[src/rtl/tqvp_rejunity_vga_dbuf_if.sv]
// TinyQV peripheral register bus between the CPU slot and the VGA line renderer.
interface tqvp_rejunity_vga_dbuf_if;
  logic [5:0]  address;
  logic [31:0] data_in;
  logic [1:0]  data_write_n;
  logic [1:0]  data_read_n;
  logic [31:0] data_out;
  logic        data_ready;

  modport master (output address, data_in, data_write_n, data_read_n,
                  input  data_out, data_ready);
  modport slave  (input  address, data_in, data_write_n, data_read_n,
                  output data_out, data_ready);
endinterface

[src/rtl/tqvp_rejunity_vga_dbuf.sv]
// Multi-bpp VGA line renderer with palette, double-buffered line VRAM swapped on
// vblank, own timing generator, register file and vblank interrupt.
module tqvp_rejunity_vga_dbuf #(
  parameter int BPP         = 2,
  parameter int LINE_PIXELS = 128,
  parameter int H_ACTIVE    = 1024,
  parameter int H_FP        = 24,
  parameter int H_SYNC      = 136,
  parameter int H_BP        = 160,
  parameter int V_ACTIVE    = 768,
  parameter int V_FP        = 3,
  parameter int V_SYNC      = 6,
  parameter int V_BP        = 29,
  parameter bit SYNC_NEG    = 1'b1
) (
  input  logic                           clk,
  input  logic                           rst_n,
  input  logic [7:0]                     ui_in,
  tqvp_rejunity_vga_dbuf_if.slave        bus,
  output logic [7:0]                     uo_out,
  output logic                           user_interrupt
);
  localparam int H_TOTAL = H_ACTIVE + H_FP + H_SYNC + H_BP;
  localparam int V_TOTAL = V_ACTIVE + V_FP + V_SYNC + V_BP;
  localparam int XW      = $clog2(H_TOTAL);
  localparam int YW      = $clog2(V_TOTAL);
  localparam int SCALE   = H_ACTIVE / LINE_PIXELS;
  localparam int SH      = $clog2(SCALE);
  localparam int IW      = (LINE_PIXELS > 1) ? $clog2(LINE_PIXELS) : 1;
  localparam int NWORDS  = (LINE_PIXELS * BPP + 31) / 32;
  localparam int NB      = NWORDS * 32;
  localparam int BW      = $clog2(NB);
  localparam int WW      = (NWORDS > 1) ? $clog2(NWORDS) : 1;

  localparam logic [XW-1:0] X_LAST = XW'(H_TOTAL - 1);
  localparam logic [XW-1:0] X_ACT  = XW'(H_ACTIVE);
  localparam logic [XW-1:0] X_HS0  = XW'(H_ACTIVE + H_FP);
  localparam logic [XW-1:0] X_HS1  = XW'(H_ACTIVE + H_FP + H_SYNC);
  localparam logic [YW-1:0] Y_LAST = YW'(V_TOTAL - 1);
  localparam logic [YW-1:0] Y_ACT  = YW'(V_ACTIVE);
  localparam logic [YW-1:0] Y_VS0  = YW'(V_ACTIVE + V_FP);
  localparam logic [YW-1:0] Y_VS1  = YW'(V_ACTIVE + V_FP + V_SYNC);
  localparam logic [7:0]    UO_IDLE = {SYNC_NEG, 3'b000, SYNC_NEG, 3'b000};

  logic [XW-1:0]                   x_q, x_d;
  logic [YW-1:0]                   y_q, y_d;
  logic                            disp_q, disp_d, pending_q, pending_d, irq_q, irq_d;
  logic [3:0][5:0]                 pal_q, pal_d;
  logic [1:0][NWORDS-1:0][31:0]    vram_q, vram_d;
  logic [7:0]                      uo_q, uo_d;

  logic            wr_en, rd_en, vram_sel, pal_sel, ctrl_sel, status_sel;
  logic [WW-1:0]   waddr;
  logic            hblank, vblank, active, vbs, hs_act, vs_act;
  logic [NB-1:0]   bank_disp;
  logic [IW-1:0]   idx;
  logic [BW-1:0]   bitpos;
  logic [BPP-1:0]  pix;
  logic [5:0]      colour;
  logic [31:0]     rdata;

  logic unused_ui;
  assign unused_ui = ^ui_in;

  always_comb begin
    wr_en      = bus.data_write_n != 2'b11;
    rd_en      = bus.data_read_n  != 2'b11;
    waddr      = WW'(bus.address[4:2]);
    vram_sel   = !bus.address[5] && (int'(bus.address[4:2]) < NWORDS);
    pal_sel    = bus.address[5:2] == 4'b1100;
    ctrl_sel   = bus.address == 6'h38;
    status_sel = bus.address == 6'h3C;

    hblank = x_q >= X_ACT;
    vblank = y_q >= Y_ACT;
    active = !hblank && !vblank;
    vbs    = (x_q == '0) && (y_q == Y_ACT);
    hs_act = (x_q >= X_HS0) && (x_q < X_HS1);
    vs_act = (y_q >= Y_VS0) && (y_q < Y_VS1);

    x_d = (x_q == X_LAST) ? '0 : x_q + XW'(1);
    y_d = y_q;
    if (x_q == X_LAST) y_d = (y_q == Y_LAST) ? '0 : y_q + YW'(1);

    // Pending is resolved after the CPU write so a set landing on the vblank
    // cycle still swaps and leaves nothing pending.
    disp_d    = disp_q;
    pending_d = pending_q;
    irq_d     = irq_q;
    if (wr_en && ctrl_sel && bus.data_in[1]) pending_d = 1'b1;
    if (wr_en && ctrl_sel && bus.data_in[0] && !bus.data_in[1]) disp_d = ~disp_d;
    if (vbs) begin
      irq_d = 1'b1;
      if (pending_d) begin
        disp_d    = ~disp_d;
        pending_d = 1'b0;
      end
    end else if (wr_en && status_sel) begin
      irq_d = 1'b0;
    end

    pal_d = pal_q;
    if (wr_en && pal_sel) pal_d[bus.address[1:0]] = bus.data_in[5:0];

    // Only full-word writes reach VRAM, and only the hidden bank.
    vram_d = vram_q;
    if (bus.data_write_n == 2'b10 && vram_sel) vram_d[~disp_q][waddr] = bus.data_in;

    bank_disp = vram_q[disp_q];
    idx       = x_q[SH +: IW];
    bitpos    = BW'(idx) * BW'(BPP);
    pix       = bank_disp[bitpos +: BPP];
    colour    = active ? pal_q[2'(pix)] : 6'd0;
    uo_d      = {hs_act ^ SYNC_NEG, colour[5], colour[3], colour[1],
                 vs_act ^ SYNC_NEG, colour[4], colour[2], colour[0]};

    rdata = '0;
    if (vram_sel)        rdata = vram_q[~disp_q][waddr];
    else if (pal_sel)    rdata = {26'd0, pal_q[bus.address[1:0]]};
    else if (ctrl_sel)   rdata = {30'd0, pending_q, disp_q};
    else if (status_sel) rdata = {irq_q, 13'd0, hblank, vblank, 6'd0, 10'(y_q)};
  end

  assign bus.data_out   = rd_en ? rdata : 32'd0;
  assign bus.data_ready = 1'b1;
  assign uo_out         = uo_q;
  assign user_interrupt = irq_q;

  always_ff @(posedge clk) begin
    if (!rst_n) begin
      x_q       <= '0;
      y_q       <= '0;
      disp_q    <= 1'b0;
      pending_q <= 1'b0;
      irq_q     <= 1'b0;
      pal_q     <= {6'b111111, 6'b101010, 6'b010101, 6'b000000};
      uo_q      <= UO_IDLE;
    end else begin
      x_q       <= x_d;
      y_q       <= y_d;
      disp_q    <= disp_d;
      pending_q <= pending_d;
      irq_q     <= irq_d;
      pal_q     <= pal_d;
      uo_q      <= uo_d;
    end
  end

  always_ff @(posedge clk) vram_q <= vram_d;
endmodule

[src/flat_wrapper.sv]
// flat-port wrapper written by rule: the top's interface ports become plain ports
module tqvp_rejunity_vga_dbuf_flat 
#(
  parameter int BPP         = 2,
  parameter int LINE_PIXELS = 128,
  parameter int H_ACTIVE    = 1024,
  parameter int H_FP        = 24,
  parameter int H_SYNC      = 136,
  parameter int H_BP        = 160,
  parameter int V_ACTIVE    = 768,
  parameter int V_FP        = 3,
  parameter int V_SYNC      = 6,
  parameter int V_BP        = 29,
  parameter bit SYNC_NEG    = 1'b1
)
  (clk, rst_n, ui_in, uo_out, user_interrupt, bus_address, bus_data_in, bus_data_write_n, bus_data_read_n, bus_data_out, bus_data_ready);
  tqvp_rejunity_vga_dbuf_if bus_i ();
  input  logic clk;
  input  logic rst_n;
  input  logic [7:0] ui_in;
  output logic [7:0] uo_out;
  output logic user_interrupt;
  input wire logic [$bits(bus_i.address)-1:0] bus_address;
  input wire logic [$bits(bus_i.data_in)-1:0] bus_data_in;
  input wire logic [$bits(bus_i.data_write_n)-1:0] bus_data_write_n;
  input wire logic [$bits(bus_i.data_read_n)-1:0] bus_data_read_n;
  output wire logic [$bits(bus_i.data_out)-1:0] bus_data_out;
  output wire logic [$bits(bus_i.data_ready)-1:0] bus_data_ready;
  assign bus_i.address = bus_address;
  assign bus_i.data_in = bus_data_in;
  assign bus_i.data_write_n = bus_data_write_n;
  assign bus_i.data_read_n = bus_data_read_n;
  assign bus_data_out = bus_i.data_out;
  assign bus_data_ready = bus_i.data_ready;
  tqvp_rejunity_vga_dbuf #(.BPP(BPP), .LINE_PIXELS(LINE_PIXELS), .H_ACTIVE(H_ACTIVE), .H_FP(H_FP), .H_SYNC(H_SYNC), .H_BP(H_BP), .V_ACTIVE(V_ACTIVE), .V_FP(V_FP), .V_SYNC(V_SYNC), .V_BP(V_BP), .SYNC_NEG(SYNC_NEG)) u_core (.clk(clk), .rst_n(rst_n), .ui_in(ui_in), .bus(bus_i), .uo_out(uo_out), .user_interrupt(user_interrupt));
endmodule
[config.mk]
export PLATFORM = sky130hd
export DESIGN_NAME = tqvp_rejunity_vga_dbuf_flat
export DESIGN_NICKNAME = d
export VERILOG_FILES = /design/src/rtl/tqvp_rejunity_vga_dbuf_if.sv /design/src/rtl/tqvp_rejunity_vga_dbuf.sv /design/src/flat_wrapper.sv
export SDC_FILE = /design/constraint.sdc
export NUM_CORES = 1
export LEC_CHECK = 0
export CORE_UTILIZATION = 43
export DETAILED_ROUTE_END_ITERATION = 16
export HOLD_SLACK_MARGIN = 0.1
export PLACE_DENSITY = 0.71
export SYNTH_ARGS = -nofsm -noshare
export SYNTH_HDL_FRONTEND = slang
export SYNTH_SLANG_ARGS = --single-unit
[constraint.sdc]
create_clock -name clk -period 5.9 [get_ports clk]
set_input_delay 0.885 -clock clk [delete_from_list [all_inputs] [get_ports clk]]
set_output_delay 0.885 -clock clk [all_outputs]
set_load 0.01 [all_outputs]
; Yosys cells after proc, flatten, opt, wreduce, memory -nomap -nowiden
; Cells that the tools add are included.
; Widths: inputs -> output; s select.
[word_totals]
out_inout_bits = 42
rom_bits = 0
mem_bits_rw = 0
latchBits = 0
inputBits = 52
n_memories = 0
elab_cells = 111
ff_bits = 568
[op_classes]
n_reduce_logical = 23
eq_ne = 9
addsub = 2
multipliers = 0
shift = 1
div_mod_pow = 0
muxes = 30
n_bitwise = 5
n_lt_le_gt_ge = 14
[ops]
columns = operator, n
row1 = $mux 256, 5
row2 = $bwmux 512, 1
row3 = $demux 256 s1, 1
row4 = $shiftx 256x9->2, 1
row5 = $mux 32, 7
row6 = $bmux 32 s3, 1
row7 = $demux 32 s3, 1
row8 = $bmux 6 s2, 2
row9 = $bwmux 24, 1
row10 = $ge 11x11->1 const B, 2
row11 = $eq 10x10->1 const B, 2
row12 = $ge 10x10->1 const B, 2
row13 = $mux 6, 3
row14 = $logic_and 1x1->1, 14
row15 = $demux 6 s2, 1
row16 = $eq 6x6->1 const B, 2
row17 = $add 11x1->11 const B, 1
row18 = $eq 11x11->1 const B, 1
row19 = $logic_not 11->1, 1
row20 = $lt 11x11->1 const B, 1
row21 = $add 10x1->10 const B, 1
row22 = $lt 10x10->1 const B, 1
row23 = $mux 10, 1
row24 = $lt 2x3->1 const B, 2
row25 = other kinds (14), 29

; Logic depth before layout (Yosys ltp)
[depth]
ltp_word = 8
ltp_mapped = 13
ltp_nobuf = 10

; Worst setup path before layout
; OpenSTA, ideal clock, no wires.
[synth_timing]
path_kind = reg2reg
start = reg, netlist name u_core.disp_q
end = reg u_core.vram_q[0] (netlist name), enable pin
setup_slack_ps = 1362
setup_ps = 461
period_less_slack_ps = 4538
arrival_ps = 4077
required_time_ps = 5439
path_stages_with_launch = 11
path_buffers = 8
path_cell_list = dfxtp_1 > buf_6 > buf_12 > buf_12 > buf_2 > buf_2 > buf_2 > buf_4 > buf_2 > nand2_1 > nor3_1
[synth_lines]
columns = item, line_no
row1 = "end signal, assigned", tqvp_rejunity_vga_dbuf.sv:149  ; always_ff @(posedge clk) vram_q <= vram_d;
row2 = "end, declared", tqvp_rejunity_vga_dbuf.sv:49  ; logic [1:0][NWORDS-1:0][31:0] vram_q, vram_d;

; Final worst setup path
[layout_timing]
start = in bus_address[5]
end = out bus_data_out[31]
[layout_via]
elab_chain_cells = 6
elab_cells_between_ends = 8
classes_between = eq/ne (3) / mux (5)
[layout_rtl]
columns = item, line_no
row1 = "start, declared", flat_wrapper.sv:23  ; input wire logic [$bits(bus_i.address)-1:0] bus_address;
row2 = $eq 6x6->1, tqvp_rejunity_vga_dbuf.sv:72  ; status_sel = bus.address == 6'h3C;
row3 = $mux 32, tqvp_rejunity_vga_dbuf.sv:121  ; else if (status_sel) rdata = {irq_q, 13'd0, hblank, vblank, 6'd0, 10'(y_q)};
row4 = $mux 32, tqvp_rejunity_vga_dbuf.sv:120  ; else if (ctrl_sel) rdata = {30'd0, pending_q, disp_q};
row5 = $mux 32, tqvp_rejunity_vga_dbuf.sv:119  ; else if (pal_sel) rdata = {26'd0, pal_q[bus.address[1:0]]};
row6 = $mux 32 *, tqvp_rejunity_vga_dbuf.sv:118  ; if (vram_sel) rdata = vram_q[~disp_q][waddr];
row7 = $mux 32 *, tqvp_rejunity_vga_dbuf.sv:124  ; assign bus.data_out = rd_en ? rdata : 32'd0;
row8 = "end, declared", flat_wrapper.sv:27  ; output wire logic [$bits(bus_i.data_out)-1:0] bus_data_out;
; Mark *: on every way between the ends. The rest lies on a longest branch, timed or not.

==> metrics.txt <==
GR Util All Layers=23.5%; slowest CP cell=clkdlybuf4s50_1; Cells after Synth=1691; area delta synth->final=13.8%; Final Hold Vio Count=0; first-pass GRT wire length=110 mm; Post-synth EDFFs=512; fraction of synthesis flops using an asynchronous set or reset pin=0%; maxcap violations=0; Worst-path clk slew=0.06 ns; WL/cell=27.9 um; Worst Path Required=5.02 ns; hold_sp=u_core.x_q[0]; cells along the critical path=clkdlybuf4s50_1 -> buf_4 -> nand3_1 -> nor2_1 -> and2_0 -> a21oi_1 -> a31oi_1 -> clkdlybuf4s50_1; hold buffer count at cts=0; Place WS=0.954 ns; post-layout min period=5.07 ns; post-DP HPWL=47.4 mm; relative slew slack=15.6%; Mean Syn Cell Area=15.9 um^2; most numerous cell in the Yosys netlist=edfxtp_1; CP dominant cell by count=clkdlybuf4s50_1; YS warnings=0; Core ar.=61700 um^2; Startpoint Class=input pin; IO Count=94; Clock Latency Late Sink=0.66 ns; Seq cells post-synth=568; Port Buffers=84; vias in the first global route=16907; setup ws final=0.834 ns; synthesized cell area=26900 um^2; worst vdd ir=191 uV; Final Net Count=1823; CTS Buffer Depth=3; fill cell total of the finished layout=5121; # H-tree levels=2; RSZ-0062 raised after global routing=false; Tcrit/Tclk final=85.9%; power density cells=275 nW/um^2; register area share after synthesis=61.4%; Area contributors post-synth=edfxtp_1, mux4_2, mux2i_1; min-delay worst type=reg -> reg; GPL Wtd Cong=0.889; post-synth top area cell=edfxtp_1; share of cells above drive strength 1=22.1%; initial antenna violation count=1; Iteration-0 DRC Markers=2032; DRC Markers=0; Clock Tree Root=clkbuf_16; setup tns final=0 ns; setup violators final=0; Slew Limit Fails=0; die width=252 um; CP arrival=4.18 ns; crit path kind=in -> out; CP startpoint=bus_address[5]; FMAX=0.197 GHz; Die H=252 um; DRT Pass-1 Iters=5; setup bufs post-CTS=0; Synth top area share=57.2%; Slew @ Worst Pin=1.27 ns; synth unique cells=60; clock sink total=568; CP endpoint kind=output pin; CTS Buf Count=58; vias per cell=6.36; P_leak=9.33 nW; Routed Antenna Nets=0; Syn Nets=1748; CTS tree=built; # resized after CTS=0; Final Skew=0.0357 ns; crit-path max FO=25; pin count of the biggest net entering global routing=55; top cells by count, synth=edfxtp_1, mux4_2, mux2i_1; via count=16861; ANT cells=0; Die ar.=63500 um^2; total gr overflow=0; peak per-stage delay on the critical path=0.65 ns; status=finished clean; main flop type after synthesis=edfxtp_1; Std-Cell Rows=91; initial core utilization=43.5%; worst r2r src=u_core.disp_q; Post-Route WL=74.1 mm
## power by group
part           switching [mW]  leakage [nW]  total [mW]  internal, mW
clock network            1.58         0.917        3.60          2.03
logic                   0.249          3.35       0.393         0.144
registers             0.00992          5.06        4.41          4.40
total                    1.83          9.33        8.40          6.57
## cells in the final DEF (no fill, tap or decap), types with 8 or more instances in the layout
cell,synthesis,layout
nor3_1,14,10
clkinv_2,0,11
clkdlybuf4s50_1,0,81
a221oi_1,13,13
a22oi_1,29,29
dfxtp_1,56,53
inv_1,10,10
nand3_1,24,24
xnor2_1,8,8
mux2_2,37,37
a211oi_1,24,24
a31oi_1,18,18
nor2_4,0,12
mux2i_1,152,152
o22ai_1,24,24
mux4_2,188,188
a21oi_1,70,69
nand4_1,13,13
nor2b_1,18,15
edfxtp_1,512,512
nand2_1,105,104
nand2b_1,10,9
clkinv_1,1,21
buf_4,15,52
nor2_1,69,56
o221ai_1,20,20
clkbuf_16,0,59
o21ai_0,77,77
## cell families after synthesis
| family | Yosys count | synth area share (%) |
|---|---|---|
| compound gates | 295 | 6.92 |
| xor+xnor | 14 | 0.456 |
| fa+ha+maj | 5 | 0.233 |
| buf+inv | 136 | 2.64 |
| flops | 568 | 61.4 |
| mux | 379 | 23.2 |
| other cells | 1 | 0.0140 |
| simple gates | 293 | 5.18 |
## worst paths after layout
| kind | to | slack, ns | depth (start not counted) |
|---|---|---|---|
| hold / removal | u_core.x_q[0] | 0.47 | 1 |
| setup / recovery | bus_data_out[31] | 0.83 | 8 |
| hold reg to reg | u_core.x_q[0] | 0.47 | 1 |
| setup reg to reg | u_core.uo_out[6] | 1.83 | 9 |
## final cells by class
type / count / area, um^2 / area share (%)
Clock buffer: 67 / 1530 / 4.99
Clock inverter: 40 / 339 / 1.11
Inverter: 11 / 41.3 / 0.135
Multi-Input combinational cell: 987 / 9800 / 32.1
Sequential cell: 568 / 16500 / 54.0
Tap cell: 837 / 1050 / 3.43
Timing Repair Buffer: 140 / 1310 / 4.29
## metal layers
metal | global-route usage, % | part of all wire (%) | wire [um] | vias up
met5 | 0 | 0.014 | 10 | -
met4 | 7.60 | 3.3 | 2410 | 2
met3 | 5.60 | 10 | 7720 | 163
met2 | 36.9 | 46 | 34400 | 975
met1 | 32.4 | 40 | 29500 | 8649
li1 | - | - | - | 7072
## per-stage QoR
stage	hold slack, ns	std cells	total power [mW]	utilization (%)	instance area (um^2)
6_report	0.469	2650	8.40	49.5	30600
5_1_grt	0.487	2650	8.63	49.5	30600
4_1_cts	0.467	2650	8.44	49.5	30600
3_5_place_dp	0.453	2543	4.88	46.5	28700
3_3_place_gp	0.440	2543	4.88	46.5	28700
2_1_floorplan	0.430	1691	4.67	-	26900
## registers in the layout, indices dropped and copies added (netlist names)
| name | count |
|---|---|
| u_core.user_interrupt | 1 |
| u_core.pending_q | 1 |
| u_core.vram_q | 512 |
| u_core.pal_q | 24 |
| u_core.disp_q | 1 |
| u_core.x_q | 11 |
| u_core.y_q | 10 |
| u_core.uo_out | 8 |
## worst max-delay path: cells and delay by family
family | cells | cell delay, ns
buffers and inverters | 3 | 1.48
AO/OA/AOI/OAI | 2 | 0.66
AND/OR/NAND/NOR | 3 | 1.14
Note: power is estimated with default switching activity, not from simulation.
==> variant 1 (config.mk and constraints unchanged) <==
Take the reset off `y_q` and load it in a clocked block of its own.
--- a/src/rtl/tqvp_rejunity_vga_dbuf.sv
+++ b/src/rtl/tqvp_rejunity_vga_dbuf.sv
@@ -131,3 +131,2 @@
       x_q       <= '0;
-      y_q       <= '0;
       disp_q    <= 1'b0;
@@ -139,3 +138,2 @@
       x_q       <= x_d;
-      y_q       <= y_d;
       disp_q    <= disp_d;
@@ -148,2 +146,6 @@
 
+  always_ff @(posedge clk) begin
+    y_q <= y_d;
+  end
+
   always_ff @(posedge clk) vram_q <= vram_d;
Function: not settled (the Yosys comparison gave no result); the edit may change what the design does.
==> variant 1 against the unedited design <==
- setup slack lost 0.095 ns
- synthesized area grew 0.64%
- highest routed layer is now met4
- routed wire length grew 3.6%
- sequential cell count is the same
- count of clock-buffer cells in the layout grew 2
- register-to-register slack lost 0.07 ns
- cell area grew 0.31%
- sequential share of layout area grew 0.17 points
- power grew 0.50%
==> variant 1: results <==
{
  "status": "completed",
  "synthDistinctLibCells": 66,
  "slowest_delay_ns": 1.02,
  "route.vias.total": 16900,
  "grt_start_max_net_pins": 75,
  "grt_pass1_wl_um": 113000,
  "fin_nets": 1794,
  "whs_ns": 0.484,
  "critPathMaxFanout": 60,
  "synth_cells": 1669,
  "cts.clk_slew.worst_paths_ns": 0.06,
  "grtUsageMet1_pct": 32.1,
  "ys_async_sr_fraction_pct": 0,
  "hold_end": "u_core.pal_q[4]",
  "wl_met2_um": 38000,
  "antenna_found_initial": 1,
  "p_leak_uw": 0.00922,
  "timing.rr.start": "u_core.x_q[3]",
  "drtIter0Drc": 2081,
  "port_buffers": 84,
  "min-delay-start": "u_core.pal_q[4]",
  "wl_per_cell_um": 29.3,
  "min_delay_path_depth": 2,
  "wl_met1_um": 29200,
  "grt.met3_usage_pct": 3.51,
  "vias_per_cell": 6.44,
  "place_congestion": 0.896,
  "internal-power_uw": 6590,
  "drive_gt1_share_pct": 22.7,
  "synthTopCellsByCount": "522 x edfxtp_1, 186 x mux4_2, 154 x mux2i_1",
  "worstSetupStartpoint": "u_core.disp_q",
  "use_met2_pct": 39.9,
  "max-slew-margin-rel_pct": 23.0,
  "finClkSkew_ns": 0.0288,
  "largest_registers": "u_core.vram_q: 512 flops, u_core.pal_q: 24 flops, u_core.x_q: 11 flops",
  "placedCellCount": 2514,
  "place_ws_ns": 1.10,
  "dpl_cell_area_mm2": 0.0288,
  "synth_warnings": 0,
  "synth.area.mux_share_pct": 23.2,
  "synthAdderAreaFrac_pct": 0.231,
  "grt_usage_pct": 24.2,
  "dr.max_layer_used": "met4",
  "rrSetupSlack_ns": 1.76,
  "cts-root-buf": "clkbuf_16",
  "slowest_stage": "dfxtp_4",
  "cts_buffers": 58,
  "synth_xor_area_share_pct": 0.551,
  "synth_compound_area_share_pct": 7.07,
  "synth_nets": 1726,
  "synth.yosys.seq_area_share_pct": 61.4,
  "cts_max_level": 2,
  "clkLatencyLatePin_ns": 0.64,
  "yosys_most_used_dff": "edfxtp_1",
  "worstReg2RegEnd": "u_core.uo_out[6]",
  "hpwl_um": 49800,
  "synth_edf_count": 522,
  "wl_met3_um": 6610,
  "ir_drop_v": 0.000246,
  "synth_area_leaders": "edfxtp_1 58%, mux4_2 15%, mux2i_1 5.7%"
}
[variant 1: worst max path at each step]
stage               cells past startpoint            endpoint  slack [ns]
floorplan                              11  u_core.vram_q[256]        1.18
global placement                        8    bus_data_out[30]        1.08
detailed placement                      7    bus_data_out[28]        1.10
CTS                                     6     bus_data_out[8]        0.72
global route                            8    bus_data_out[30]        0.51
finish                                  8    bus_data_out[30]        0.74
[variant 1: final cells by class]
| class | count | area [µm²] |
|---|---|---|
| Antenna cell | 1 | 2.50 |
| Clock buffer | 69 | 1490 |
| Clock inverter | 36 | 359 |
| Fill cell | 5140 | 31300 |
| Inverter | 12 | 45.0 |
| Multi-Input combinational cell | 959 | 9790 |
| Sequential cell | 568 | 16600 |
| Tap cell | 837 | 1050 |
| Timing Repair Buffer | 138 | 1320 |
[variant 1: power groups by stage]
stage	Combinational, µW	Sequential, µW	Clock (µW)
CTS	400	4430	3640
global route	425	4430	3780
finish	400	4430	3610
floorplan	186	4510	0
global placement	389	4510	0
detailed placement	398	4510	0
==> variant 2 (same settings) <==
Without the edit above. `BPP` is set to 2 in 2 places; all go to 4.
--- a/src/rtl/tqvp_rejunity_vga_dbuf.sv
+++ b/src/rtl/tqvp_rejunity_vga_dbuf.sv
@@ -3,3 +3,3 @@
 module tqvp_rejunity_vga_dbuf #(
-  parameter int BPP         = 2,
+  parameter int BPP         = 4,
   parameter int LINE_PIXELS = 128,
--- a/src/flat_wrapper.sv
+++ b/src/flat_wrapper.sv
@@ -3,3 +3,3 @@
 #(
-  parameter int BPP         = 2,
+  parameter int BPP         = 4,
   parameter int LINE_PIXELS = 128,
Function: not settled (the Yosys comparison gave no result); the edit may change what the design does.
==> variant 2 against the unedited design <==
- register-to-register slack got worse by 0.27 ns
- cell area fell by 6.5%
- count of clock-buffer cells in the layout fell by 1
- maximum frequency rose by 1.6%
- sequential cell count did not move
- synthesized area fell by 7.2%
- sequential power barely moved
- setup slack improved by 0.077 ns
- utilization rose by 0.74 points
- largest power group unchanged
- power fell by 0.58%
- global-route usage fell by 2.1 points
- critical path depth fell by 1
- routed wire length fell by 15%
==> variant 2: results <==
{
  "status": "completed",
  "drtIter0Drc": 1369,
  "buf_share_pct": 4.32,
  "wl_met1_um": 25900,
  "ir_drop_v": 0.000218,
  "synth_nets": 1546,
  "fin_nets": 1628,
  "fillers": 4597,
  "nonClockBufferCount": 133,
  "clkLatencyLatePin_ns": 0.63,
  "die-area_mm2": 0.0590,
  "wl_per_cell_um": 26.6,
  "cts_buffers": 55,
  "drive_gt1_share_pct": 20.7,
  "clockBufferDepth": 3,
  "worstReg2RegEnd": "u_core.uo_out[1]",
  "p_leak_uw": 0.00867,
  "multi_input_area_mm2": 0.00801,
  "rrSetupSlack_ns": 1.56,
  "hold_end": "u_core.x_q[0]",
  "finClkSkew_ns": 0.0288,
  "layout.area.seq_mm2": 0.0165,
  "critPathMaxFanout": 11,
  "worstSetupStartpoint": "bus_address[0]",
  "synthDistinctLibCells": 58,
  "clkCellAreaFrac_pct": 6.42,
  "dpl_cell_area_mm2": 0.0267,
  "multi_input_cells": 802,
  "critPathArrivalTime_ns": 4.10,
  "synthTopCellsByCount": "512 x edfxtp_1, 143 x mux4_2, 127 x mux2i_1",
  "place_ws_ns": 1.07,
  "fin_util_pct": 50.3,
  "post_cts_buffers": 0,
  "hpwl_um": 39100,
  "grt_pass1_wl_um": 94900,
  "crit_end": "bus_data_out[17]",
  "whs_ns": 0.481,
  "r2r_cells": 8,
  "tightest_slew_ns": 1.27,
  "grt_usage_pct": 21.4,
  "dr.max_layer_used": "met4",
  "syn_avg_cell_area_um2": 16.7,
  "worst_slack_ns": 0.911,
  "route.vias.total": 14900,
  "wl_met2_um": 30800,
  "slowest_delay_ns": 0.73,
  "drc": 0,
  "placedCellCount": 2270,
  "vias_per_cell": 6.27,
  "place_congestion": 0.873,
  "synth_area_leaders": "edfxtp_1 62%, mux4_2 13%, mux2i_1 5.1%",
  "p_sw_share_pct": 21.3,
  "antenna_cells": 1,
  "synth.yosys.seq_area_share_pct": 66.2,
  "grt_start_max_net_pins": 64,
  "n_clock_buffer": 66,
  "wl_met3_um": 4960
}
variant 2: changes by cell type after synthesis, sizes merged, moves of 11 or more:
cell / delta
a21oi: -16
a22o: +12
a22oi: -19
a311oi: +11
buf: -20
mux2i: -25
mux4: -47
nand2: -39
nor2: -30
o21ai: -18
variant 2: logic make-up after synthesis:
| family | share of synthesized area (%) |
|---|---|
| adders and majority gates | 0.251 |
| muxes | 19.5 |
| AOI/OAI and AO/OA | 6.98 |
| and+or+nand+nor | 4.28 |
| DFF | 66.2 |
| buffers and inverters | 2.21 |
| xor gates and xnor gates | 0.562 |
| other | 0.0150 |
variant 2: power by group through the flow:
stage | Combinational (µW) | Clock [µW] | Sequential [µW]
floorplan | 171 | 0 | 4500
global placement | 364 | 0 | 4500
detailed placement | 370 | 0 | 4500
CTS | 373 | 3620 | 4410
global route | 399 | 3750 | 4410
finish | 375 | 3570 | 4410
variant 2: per-layer routing:
metal  track usage, %  up-vias
met5                0        -
met4             6.42        0
met3             3.43      110
met2             35.0      729
met1             29.4     7779
li1                 -     6271
